<file path="src/rtl/demux_scan_if.sv">
// Handshake and demux-drive signals between a word producer and demux_scan_ctrl.
interface demux_scan_if;
   logic       load_valid;
   logic [7:0] load_data;
   logic       load_ready;
   logic       abort;
   logic [2:0] sel;
   logic       dout;
   logic       busy;
   logic       frame_done;

   modport master (
      output load_valid, load_data, abort,
      input  load_ready, sel, dout, busy, frame_done
   );

   modport slave (
      input  load_valid, load_data, abort,
      output load_ready, sel, dout, busy, frame_done
   );
endinterface

</file>
<file path="src/rtl/demux_scan_ctrl.sv">
// Sequencer that latches an 8-bit word and walks it out one demux channel at a time,
// holding each channel for DWELL cycles, then pulses frame_done.
module demux_scan_ctrl #(
   parameter int unsigned DWELL     = 1,
   parameter int unsigned CNT_W     = 8,
   parameter bit          MSB_FIRST = 1'b0
) (
   input logic        clk,
   input logic        rst_n,
   demux_scan_if.slave bus
);

   localparam int unsigned      DWELL_EFF = (DWELL < 1) ? 1 : DWELL;
   localparam logic [CNT_W-1:0] LAST_CNT  = CNT_W'(DWELL_EFF - 1);
   localparam logic [2:0]       START_CH  = MSB_FIRST ? 3'd7 : 3'd0;
   localparam logic [2:0]       LAST_CH   = MSB_FIRST ? 3'd0 : 3'd7;

   typedef enum logic {IDLE, SCAN} state_t;

   state_t           state, state_n;
   logic [CNT_W-1:0] cnt, cnt_n;
   logic [7:0]       word, word_n;
   logic [2:0]       sel_r, sel_n;
   logic             dout_r, dout_n;
   logic             busy_r, busy_n;
   logic             fd_r, fd_n;
   logic             rdy_r, rdy_n;

   always_ff @(posedge clk or negedge rst_n) begin
      if (!rst_n) begin
         state  <= IDLE;
         cnt    <= '0;
         sel_r  <= 3'd0;
         dout_r <= 1'b0;
         busy_r <= 1'b0;
         fd_r   <= 1'b0;
         rdy_r  <= 1'b1;
      end else begin
         state  <= state_n;
         cnt    <= cnt_n;
         sel_r  <= sel_n;
         dout_r <= dout_n;
         busy_r <= busy_n;
         fd_r   <= fd_n;
         rdy_r  <= rdy_n;
      end
   end

   // Shadow word is pure data: it is only meaningful while SCAN is active.
   always_ff @(posedge clk) begin
      word <= word_n;
   end

   always_comb begin
      state_n = state;
      cnt_n   = cnt;
      word_n  = word;
      sel_n   = sel_r;
      dout_n  = 1'b0;
      busy_n  = 1'b0;
      fd_n    = 1'b0;
      rdy_n   = 1'b1;
      case (state)
         IDLE: begin
            sel_n = START_CH;
            if (bus.load_valid && rdy_r) begin
               word_n  = bus.load_data;
               cnt_n   = '0;
               state_n = SCAN;
               dout_n  = bus.load_data[START_CH];
               busy_n  = 1'b1;
               rdy_n   = 1'b0;
            end
         end
         SCAN: begin
            busy_n = 1'b1;
            rdy_n  = 1'b0;
            dout_n = dout_r;
            // Abort wins over a dwell expiry landing on the same edge.
            if (bus.abort) begin
               state_n = IDLE;
               cnt_n   = '0;
               sel_n   = START_CH;
               dout_n  = 1'b0;
               busy_n  = 1'b0;
               rdy_n   = 1'b1;
            end else if (cnt == LAST_CNT) begin
               cnt_n = '0;
               if (sel_r == LAST_CH) begin
                  state_n = IDLE;
                  fd_n    = 1'b1;
                  sel_n   = START_CH;
                  dout_n  = 1'b0;
                  busy_n  = 1'b0;
                  rdy_n   = 1'b1;
               end else begin
                  sel_n  = MSB_FIRST ? (sel_r - 3'd1) : (sel_r + 3'd1);
                  dout_n = word[sel_n];
               end
            end else begin
               cnt_n = cnt + CNT_W'(1);
            end
         end
         default: state_n = IDLE;
      endcase
   end

   assign bus.sel        = sel_r;
   assign bus.dout       = dout_r;
   assign bus.busy       = busy_r;
   assign bus.frame_done = fd_r;
   assign bus.load_ready = rdy_r;

endmodule

</file>
<file path="src/flat_wrapper.sv">
// flat-port wrapper written by rule: the top's interface ports become plain ports
module demux_scan_ctrl_flat 
#(
   parameter int unsigned DWELL     = 1,
   parameter int unsigned CNT_W     = 8,
   parameter bit          MSB_FIRST = 1'b0
)
  (clk, rst_n, bus_load_valid, bus_load_data, bus_abort, bus_load_ready, bus_sel, bus_dout, bus_busy, bus_frame_done);
  demux_scan_if bus_i ();
  input logic clk;
  input logic rst_n;
  input wire logic [$bits(bus_i.load_valid)-1:0] bus_load_valid;
  input wire logic [$bits(bus_i.load_data)-1:0] bus_load_data;
  input wire logic [$bits(bus_i.abort)-1:0] bus_abort;
  output wire logic [$bits(bus_i.load_ready)-1:0] bus_load_ready;
  output wire logic [$bits(bus_i.sel)-1:0] bus_sel;
  output wire logic [$bits(bus_i.dout)-1:0] bus_dout;
  output wire logic [$bits(bus_i.busy)-1:0] bus_busy;
  output wire logic [$bits(bus_i.frame_done)-1:0] bus_frame_done;
  assign bus_i.load_valid = bus_load_valid;
  assign bus_i.load_data = bus_load_data;
  assign bus_i.abort = bus_abort;
  assign bus_load_ready = bus_i.load_ready;
  assign bus_sel = bus_i.sel;
  assign bus_dout = bus_i.dout;
  assign bus_busy = bus_i.busy;
  assign bus_frame_done = bus_i.frame_done;
  demux_scan_ctrl #(.DWELL(DWELL), .CNT_W(CNT_W), .MSB_FIRST(MSB_FIRST)) u_core (.clk(clk), .rst_n(rst_n), .bus(bus_i));
endmodule
</file>
<file path="config.mk">
export PLATFORM = sky130hd
export DESIGN_NAME = demux_scan_ctrl_flat
export DESIGN_NICKNAME = d
export VERILOG_FILES = /design/src/rtl/demux_scan_if.sv /design/src/rtl/demux_scan_ctrl.sv /design/src/flat_wrapper.sv
export SDC_FILE = /design/constraint.sdc
export NUM_CORES = 1
export LEC_CHECK = 0
export BUFFER_PORTS_ARGS = -buffer_cell sky130_fd_sc_hd__clkbuf_2
export CORE_MARGIN = 8
export CORE_UTILIZATION = 35
export DETAILED_ROUTE_END_ITERATION = 10
export GPL_TIMING_DRIVEN = 0
export HOLD_SLACK_MARGIN = 0.15
export PLACE_DENSITY = 0.57
export SYNTH_ARGS = -nofsm -noshare
export SYNTH_HDL_FRONTEND = slang
export SYNTH_SLANG_ARGS = --single-unit
</file>
<file path="constraint.sdc">
create_clock -name clk -period 4.8 [get_ports clk]
set_input_delay 0.96 -clock clk [delete_from_list [all_inputs] [get_ports clk]]
set_output_delay 0.96 -clock clk [all_outputs]
set_load 0.03 [all_outputs]
</file>
==> results_dict.tcl, run 1 <==
set metrics [dict create \
    status "finished, final reports clean" \
    die_height_um 71.9 \
    synth_warnings 0 \
    crit_family "flip-flops" \
    ys_seq_area_share_pct 56.5 \
    p_int_uw 324 \
    post-cts-setup-buffer-count 0 \
    synth.ff_latch_count 23 \
    hold_violations 0 \
    ios 19 \
    power_uw 500 \
    hpwl_um 1550 \
    clockRootBuffer "clkbuf_4" \
    end_kind "primary output" \
    syn_inst 91 \
    maxSlewHeadroom_pct 47.9 \
    worst_slew_pin_slew_ns 0.779 \
    r2r_start "u_core.cnt[0]" \
    drt-vias-per-instance 5.23 \
    p_leak_uw 0.000563 \
    start_util_pct 36.4 \
    antenna_found_initial 0 \
    antenna_cells 0 \
    fmax_mhz 481 \
    die_x_um 71.9 \
    crit_buf_inv 1 \
    cts.sinks 23 \
    syn-cell-area_um2 1090 \
    worstPathCellList "clkbuf_2" \
    ir_worst_vdd_uv 196 \
    cts_hold_buf 0 \
    drc 0 \
    met2_length_um 932 \
    r2r_end "u_core.bus.busy" \
    nets 130 \
    wl_per_cell_um 14.4 \
    grt_pass1_wl_um 3730 \
    final-max-slew-violation-count 0 \
    slowest_stage "dfrtp_1" \
    cp-start-kind "register" \
    reg2reg_depth 6 \
    drt-total-wl_um 2100 \
    p_clk_share_pct 18.3 \
    wl_met1_um 1040 \
    met3_length_um 118 \
    area_growth_pct 14.5 \
    netlist-cell-type-count 37 \
    syn-mean-instance-area_um2 12.0 \
    arrival_ns 1.12 \
    rrSetupSlack_ns 3.07 \
    globalplace.congestion 0.805 \
    holdWs_ns 0.541 \
    via_count 764 \
    std_cell_rows 20 \
    cp_data_required_time_ns 3.84 \
    htreeDepth 1 \
    clockBufferDepth 2 \
    switchingPower_uw 176 \
    pwr-share-seq_pct 52.3 \
    slowest_delay_ns 0.54 \
    dieArea_um2 5160 \
    dr.pass1.iters 4 \
    drtIter0Drc 32 \
    cts-buffers-inserted 3 \
    setup_viol 0 \
    p_sw_share_pct 35.3 \
    critPathKind "reg2out" \
    rsz0062_at_grt "false" \
    grt_overflow 0 \
    cts_tree "built" \
    cts.reportedPaths.clkPinSlew_ns 0.13 \
    fin_crit_sh_pct 43.3 \
    powerDensity_nw_per_um2 400 \
    period_minus_slack_ns 2.08 \
    synthesis.nets 107 \
    drive_gt1_share_pct 28.3 \
    core_area_um2 3000 \
    comb_power_share_pct 29.3 \
    cts-resized-gates 0 \
    portBuffers 18 \
    ant_nets 0 \
    maxUsedRoutingLayer "met4" \
    skew_ns 0.00161 \
    grt_pass1_vias 770 \
    cp_max_fo 7 \
    drv_cap 0 \
    min-delay-path-class "in2async" \
    grt_usage_pct 8.83 \
    setup-tns-final_ns 0 \
    grt_start_max_net_pins 16 \
    clkLatencyLatePin_ns 0.31 \
]
-- metal layers --
metal / global-route usage [%] / vias to the layer above
li1: - / 382
met1: 11.7 / 362
met2: 13.4 / 18
met3: 2.65 / 2
met4: 2.72 / 0
met5: 0 / -
-- placed cells by master, fill, tap and decap left out, types with 2 or more instances in the layout --
cell type / n
nor2_1: 4
o21ai_0: 4
a31oi_1: 5
a21oi_1: 7
edfxtp_1: 8
clkbuf_4: 3
nand3_1: 2
nand2_1: 10
nor2b_1: 2
dfrtp_1: 14
inv_1: 2
ha_1: 4
nand2b_1: 3
mux2_2: 2
clkbuf_2: 18
-- state kept, by name, indices dropped and copies added, names as in the netlist --
register,flops
u_core.bus.dout,1
u_core.bus.busy,1
u_core.cnt,8
u_core.bus.load_ready,1
u_core.bus.sel,3
u_core.bus.frame_done,1
u_core.word,8
-- how the worst max path moves through the flow --
stage / cells past startpoint / endpoint / start
floorplan: 4 / u_core.bus.busy / bus_abort
finish: 1 / bus_sel[0] / u_core.bus.sel[0]
global placement: 5 / u_core.bus.dout / bus_load_valid
detailed placement: 5 / u_core.bus.dout / bus_load_valid
global route: 1 / bus_sel[0] / u_core.bus.sel[0]
CTS: 1 / bus_sel[0] / u_core.bus.sel[0]
-- stage by stage --
step           util, %  instances  instance area [um^2]  worst slack [ns]
6_report          41.7        146                  1250              2.72
4_1_cts           41.7        146                  1250              2.69
3_3_place_gp      40.8        142                  1220              2.70
3_5_place_dp      40.8        142                  1220              2.65
5_1_grt           41.7        146                  1250              2.65
2_1_floorplan        -         91                  1090              2.95
-- synth_stat cells --
library cell	instances	area [um^2]
nand4_1	1	6.26
o21ai_0	4	20.0
nand2b_1	3	18.8
a22oi_1	1	7.51
o311ai_0	1	8.76
nor3_1	1	5.00
or2b_1	1	7.51
a22o_1	1	8.76
clkbuf_1	1	3.75
edfxtp_1	8	240
a21oi_2	1	8.76
nor4b_4	1	23.8
a31oi_1	5	31.3
inv_1	2	7.51
and4_1	1	8.76
nand3_1	2	10.0
a21o_1	1	7.51
mux2i_1	1	10.0
nor3_4	1	16.3
or3_4	1	11.3
ha_1	4	50.1
mux2_2	2	22.5
nor2b_1	2	12.5
o31ai_1	1	7.51
nor2_1	4	15.0
inv_2	1	3.75
dfrtp_1	14	350
and3_1	1	6.26
dfstp_2	1	26.3
a21oi_1	7	35.0
or3_1	1	6.26
buf_6	1	11.3
nand4b_1	1	8.76
nand2_1	10	37.5
o21a_1	1	7.51
mux4_2	1	22.5
nand3b_1	1	7.51
-- logic make-up after synthesis --
family,after synthesis,synth area share [%]
buf+inv,5,2.41
mux,4,5.04
simple gates,32,18.4
flops,23,56.5
compound gates,23,13.1
fa+ha+maj,4,4.58
-- power groups by stage --
| stage | Combinational, uW | Clock, uW | Sequential (uW) |
|---|---|---|---|
| after floorplan | 73.6 | 0 | 293 |
| after global placement | 148 | 0 | 265 |
| after detailed placement | 148 | 0 | 266 |
| after CTS | 149 | 98.1 | 262 |
| after global routing | 162 | 104 | 267 |
| final | 147 | 91.6 | 262 |
-- area by class of cell --
type	count	area [um^2]
Sequential cell	23	617
Multi-Input combinational cell	63	449
Clock inverter	1	5.00
Tap cell	33	41.3
Clock buffer	3	22.5
Inverter	3	11.3
Timing Repair Buffer	18	90.1
Buffer	2	15.0
Fill cell	296	1750
Power figures use the tool's default switching activity.
==> run 2, diff against run 1 <==
PLACE_DENSITY = 0.59   (was 0.57)
clock period = 1.7 ns   (was 4.8 ns; I/O delays follow)
==> run 2 against run 1 <==
Die area is the same. First-iteration DRC count down 47%. Clock power rose to 2.7 times the previous value. Via count is 6.7% higher. Sequential share of layout area down 3.0 points. Setup slack got worse by 2.7 ns. Clock skew is 0.0077 ns higher. Hold slack worse by 0.34 ns. Wire length rose by 3.2%. Critical endpoint is now u_core.bus.busy.
==> results_dict.tcl, run 2 (synthesized netlist as in run 1, its figures left out) <==
set metrics [dict create \
    regArea_um2 618 \
    hold_violations 0 \
    cts-buffers-inserted 3 \
    cts.sinks 23 \
    worst_slew_pin_slew_ns 0.461 \
    final-max-slew-violation-count 0 \
    setup-tns-final_ns 0 \
    min_from "bus_load_data[3]" \
    core_area_um2 3000 \
    dr.pass1.iters 4 \
    cts.reportedPaths.clkPinSlew_ns 0.13 \
    die_height_um 71.9 \
    worstHoldPathCells 1 \
    globalplace.congestion 0.835 \
    most-common-layout-cells "18 x clkbuf_2, 13 x dfrtp_1, 10 x nand2_1, 8 x buf_4, 8 x edfxtp_1" \
    rrSetupSlack_ns 0.04 \
    dieArea_um2 5160 \
    nets 139 \
    ir_worst_vdd_uv 692 \
    area_growth_pct 22.2 \
    drive_gt1_share_pct 37.7 \
    via_count 815 \
    layout_commonest_cell "clkbuf_2" \
    cts_tree "built" \
    grt_overflow 0 \
    clockRootBuffer "clkbuf_4" \
    cp-start-kind "register" \
    clockBufferDepth 2 \
    multi_input_area_um2 462 \
    rsz0062_at_grt "true" \
    place_ws_ns 0.0333 \
    hold_path_end "u_core.word[3]" \
    grt_start_max_net_pins 16 \
    p_leak_uw 0.000607 \
    drv_cap 0 \
    arrival_ns 1.86 \
    fin_crit_sh_pct 97.5 \
    hpwl_um 1590 \
    r2r_end "u_core.bus.busy" \
    antenna_found_initial 0 \
    r2r_start "u_core.cnt[1]" \
    min-delay-path-class "in2reg" \
    setup_viol 0 \
    fmax_mhz 603 \
    setup_ws_ns 0.0424 \
    clkLatencyLatePin_ns 0.31 \
    drt-total-wl_um 2170 \
    ios 19 \
    critPathKind "reg2reg" \
    wl_per_cell_um 14.0 \
    grt_pass1_vias 783 \
    portBuffers 18 \
    skew_ns 0.00929 \
    end_kind "register" \
    status "finished, final reports clean" \
    drtIter0Drc 17 \
    htreeDepth 1 \
    maxSlewHeadroom_pct 69.2 \
    drc 0 \
    drt-vias-per-instance 5.26 \
    start_util_pct 36.4 \
    fillers 290 \
    reg2reg_depth 6 \
    ant_nets 0 \
    period_minus_slack_ns 1.66 \
    die_x_um 71.9 \
    finalCoreUtilization_pct 44.5 \
    cp_max_fo 8 \
    grt_usage_pct 8.69 \
    grt_pass1_wl_um 3550 \
    std_cell_rows 20 \
    antenna_cells 0 \
    cp_data_required_time_ns 1.90 \
    powerDensity_nw_per_um2 1080 \
]
## run 2: layout make-up
| cell class | instances | area share, % |
|---|---|---|
| Sequential cell | 23 | 46.3 |
| Multi-Input combinational cell | 63 | 34.6 |
| Timing Repair Buffer | 27 | 12.0 |
| Tap cell | 33 | 3.09 |
| Clock buffer | 3 | 1.69 |
| Buffer | 2 | 1.12 |
| Inverter | 3 | 0.843 |
| Clock inverter | 1 | 0.375 |
## run 2: stage by stage
step                total power, uW  cells  hold slack, ns  instance area [um^2]
floorplan                      1040     91          0.0444                  1090
global placement               1160    142           0.279                  1220
detailed placement             1170    142           0.292                  1220
CTS                            1420    148           0.188                  1270
global route                   1520    155           0.177                  1340
finish                         1440    155           0.202                  1340
## run 2: timing repair
| item | CTS | global route |
|---|---|---|
| endpoints found under the hold margin | 14 | 0 |
| setup buffers | 1 | 7 |
| hold buffers | 1 | 0 |
| gates resized for setup | 0 | 5 |
| setup endpoints to repair | 1 | 5 |
| pin swaps | 0 | 3 |
| gates cloned | 0 | 0 |
## run 2: report_power, final
| group | internal, uW | leakage, uW | total (uW) | switching [uW] |
|---|---|---|---|---|
| clock | 87.9 | 0.0000177 | 251 | 163 |
| sequential | 680 | 0.000276 | 735 | 54.9 |
| combinational | 171 | 0.000313 | 451 | 280 |
## run 2: worst max path at each step
stage,cells past startpoint,start,to
2_1_floorplan,5,u_core.bus.sel[0],u_core.bus.dout
3_3_place_gp,6,u_core.cnt[0],u_core.bus.busy
3_5_place_dp,6,u_core.cnt[0],u_core.bus.busy
4_1_cts,6,u_core.cnt[0],u_core.bus.busy
5_1_grt,6,u_core.cnt[0],u_core.bus.sel[0]
6_report,6,u_core.cnt[1],u_core.bus.busy
## run 2: critical path: stages (launching register included)
cell and delay (ns):
dfrtp_1 0.43, inv_2 0.07, ha_2 0.17, nor4b_4 0.28, a21oi_2 0.12, buf_6 0.15, or3_4 0.34
## run 2: routing by layer
layer	vias up	GRT usage, %	part of all wire [%]
met5	-	0	0
met4	0	3.63	1.3
met3	4	2.51	3.7
met2	22	13.1	47
met1	387	11.3	48
li1	402	-	-
==> run 3, diff against run 2 <==
CORE_UTILIZATION = 48   (was 35)
PLACE_DENSITY = 0.76   (was 0.59)
==> run 3 against run 2 <==
Register-to-register slack about the same. Flip-flop and latch count unchanged. Die area decreased by 21%. Cell count decreased by 6.5%. Largest cell class unchanged. Wire length decreased by 9.0%. First-iteration DRC count increased by 29%.
==> results_dict.tcl, run 3 (synthesized netlist as in run 1, its figures left out) <==
set metrics [dict create \
    drt-vias-per-instance 5.32 \
    drv_cap 0 \
    grt_start_max_net_pins 16 \
    powerDensity_nw_per_um2 1100 \
    antenna_found_initial 0 \
    comb_power_share_pct 30.8 \
    hold_path_end "u_core.word[7]" \
    crit_family "simple AND/OR/NAND/NOR gates" \
    period_minus_slack_ns 1.66 \
    cts.sinks 23 \
    portBuffers 18 \
    rrSetupSlack_ns 0.04 \
    end_kind "register" \
    slowest_delay_ns 0.41 \
    drive_gt1_share_pct 30.8 \
    stdcell_count 145 \
    wl_per_cell_um 13.6 \
    p_sw_share_pct 34.4 \
    worstPathCellList "inv_1 > ha_1 > nor4b_4 > a21oi_2 > buf_6 > or3_4" \
    switchingPower_uw 485 \
    die_height_um 63.7 \
    slowest_stage "dfrtp_1" \
    most-common-layout-cells "18 x clkbuf_2, 13 x dfrtp_1, 10 x nand2_1, 8 x edfxtp_1, 7 x a21oi_1" \
    antenna_cells 0 \
    ant_nets 0 \
    reg2reg_depth 6 \
    setup_viol 0 \
    via_count 772 \
    grt_overflow 0 \
    cts-buffers-inserted 3 \
    htreeDepth 1 \
    p_clk_share_pct 17.7 \
    std_cell_rows 17 \
    r2r_end "u_core.bus.busy" \
    final-max-slew-violation-count 0 \
    start_util_pct 49.9 \
    layout_commonest_cell "clkbuf_2" \
    ios 19 \
    area_growth_pct 17.1 \
    fin_crit_sh_pct 97.8 \
    cp-start-kind "register" \
    drt-total-wl_um 1970 \
    cts.reportedPaths.clkPinSlew_ns 0.12 \
    grt_pass1_wl_um 3270 \
    r2r_start "u_core.cnt[1]" \
    clkLatencyLatePin_ns 0.31 \
    cts_tree "built" \
    min_from "bus_load_data[7]" \
    skew_ns 0.00104 \
    ir_worst_vdd_uv 845 \
    dieArea_um2 4060 \
    drtIter0Drc 22 \
    die_x_um 63.7 \
    placed_cells 137 \
    worst_slew_pin_slew_ns 0.741 \
    setup-tns-final_ns 0 \
    p_leak_uw 0.000582 \
    grt_usage_pct 9.90 \
    pwr-share-seq_pct 51.5 \
    globalplace.congestion 0.818 \
    clockRootBuffer "clkbuf_4" \
    hold_violations 0 \
    drc 0 \
    hpwl_um 1450 \
    cp_max_fo 10 \
    p_int_uw 926 \
    clockBufferDepth 2 \
    maxSlewHeadroom_pct 50.4 \
    core_area_um2 2190 \
    status "finished, final reports clean" \
    grt_pass1_vias 766 \
    critPathKind "reg2reg" \
    dr.pass1.iters 4 \
    cp_data_required_time_ns 1.90 \
    min-delay-path-class "in2reg" \
    fmax_mhz 601 \
    rsz0062_at_grt "true" \
    crit_buf_inv 2 \
    worstHoldPathCells 1 \
    arrival_ns 1.86 \
    nets 134 \
]
## run 3: stage by stage
| stage | hold slack, ns | power [uW] | utilization, % | cell area, um^2 | worst slack (ns) |
|---|---|---|---|---|---|
| 2_1_floorplan | 0.0444 | 1040 | - | 1090 | 0.0768 |
| 3_3_place_gp | 0.275 | 1160 | 55.6 | 1220 | 0.0527 |
| 3_5_place_dp | 0.275 | 1160 | 55.6 | 1220 | 0.0581 |
| 4_1_cts | 0.190 | 1410 | 57.3 | 1260 | 0.0201 |
| 5_1_grt | 0.183 | 1480 | 58.4 | 1280 | -0.0290 |
| 6_report | 0.195 | 1410 | 58.4 | 1280 | 0.0368 |
## run 3: per-layer routing
metal	share of wire [%]	global-route usage, %	vias to the layer above
li1	-	-	391
met4	2.2	5.85	0
met3	4.8	2.47	5
met1	46	11.6	359
met2	47	16.0	17
met5	0	0	-
## run 3: power groups by stage
stage               Combinational (uW)  Sequential (uW)  Clock (uW)
floorplan                          208              828           0
global placement                   408              749           0
detailed placement                 411              753           0
CTS                                415              740         255
global route                       470              737         270
finish                             435              727         249
## run 3: what timing repair did
action	4_1_cts	5_1_grt
endpoints found under the setup margin	0	4
resized for setup	0	0
hold buffers	1	0
hold endpoints to repair	14	0
setup buffers	0	3
## run 3: layout make-up
type                       count  area [um^2]
buffer                         2         15.0
clock buffer                   3         22.5
clock inverter                 1         5.00
fill                         187          912
inverter                       3         11.3
multi-input combinational     63          449
sequential                    23          618
tap                           28         35.0
timing repair buffer          22          123
## run 3: worst max path at each step
| stage | start | end | slack, ns | cells past startpoint |
|---|---|---|---|---|
| floorplan | u_core.bus.sel[0] | u_core.bus.dout | 0.08 | 5 |
| global placement | u_core.cnt[0] | u_core.bus.busy | 0.05 | 6 |
| detailed placement | u_core.cnt[0] | u_core.bus.busy | 0.06 | 6 |
| CTS | u_core.cnt[0] | u_core.bus.busy | 0.02 | 6 |
| global route | u_core.cnt[1] | u_core.bus.busy | -0.03 | 6 |
| finish | u_core.cnt[1] | u_core.bus.busy | 0.04 | 6 |
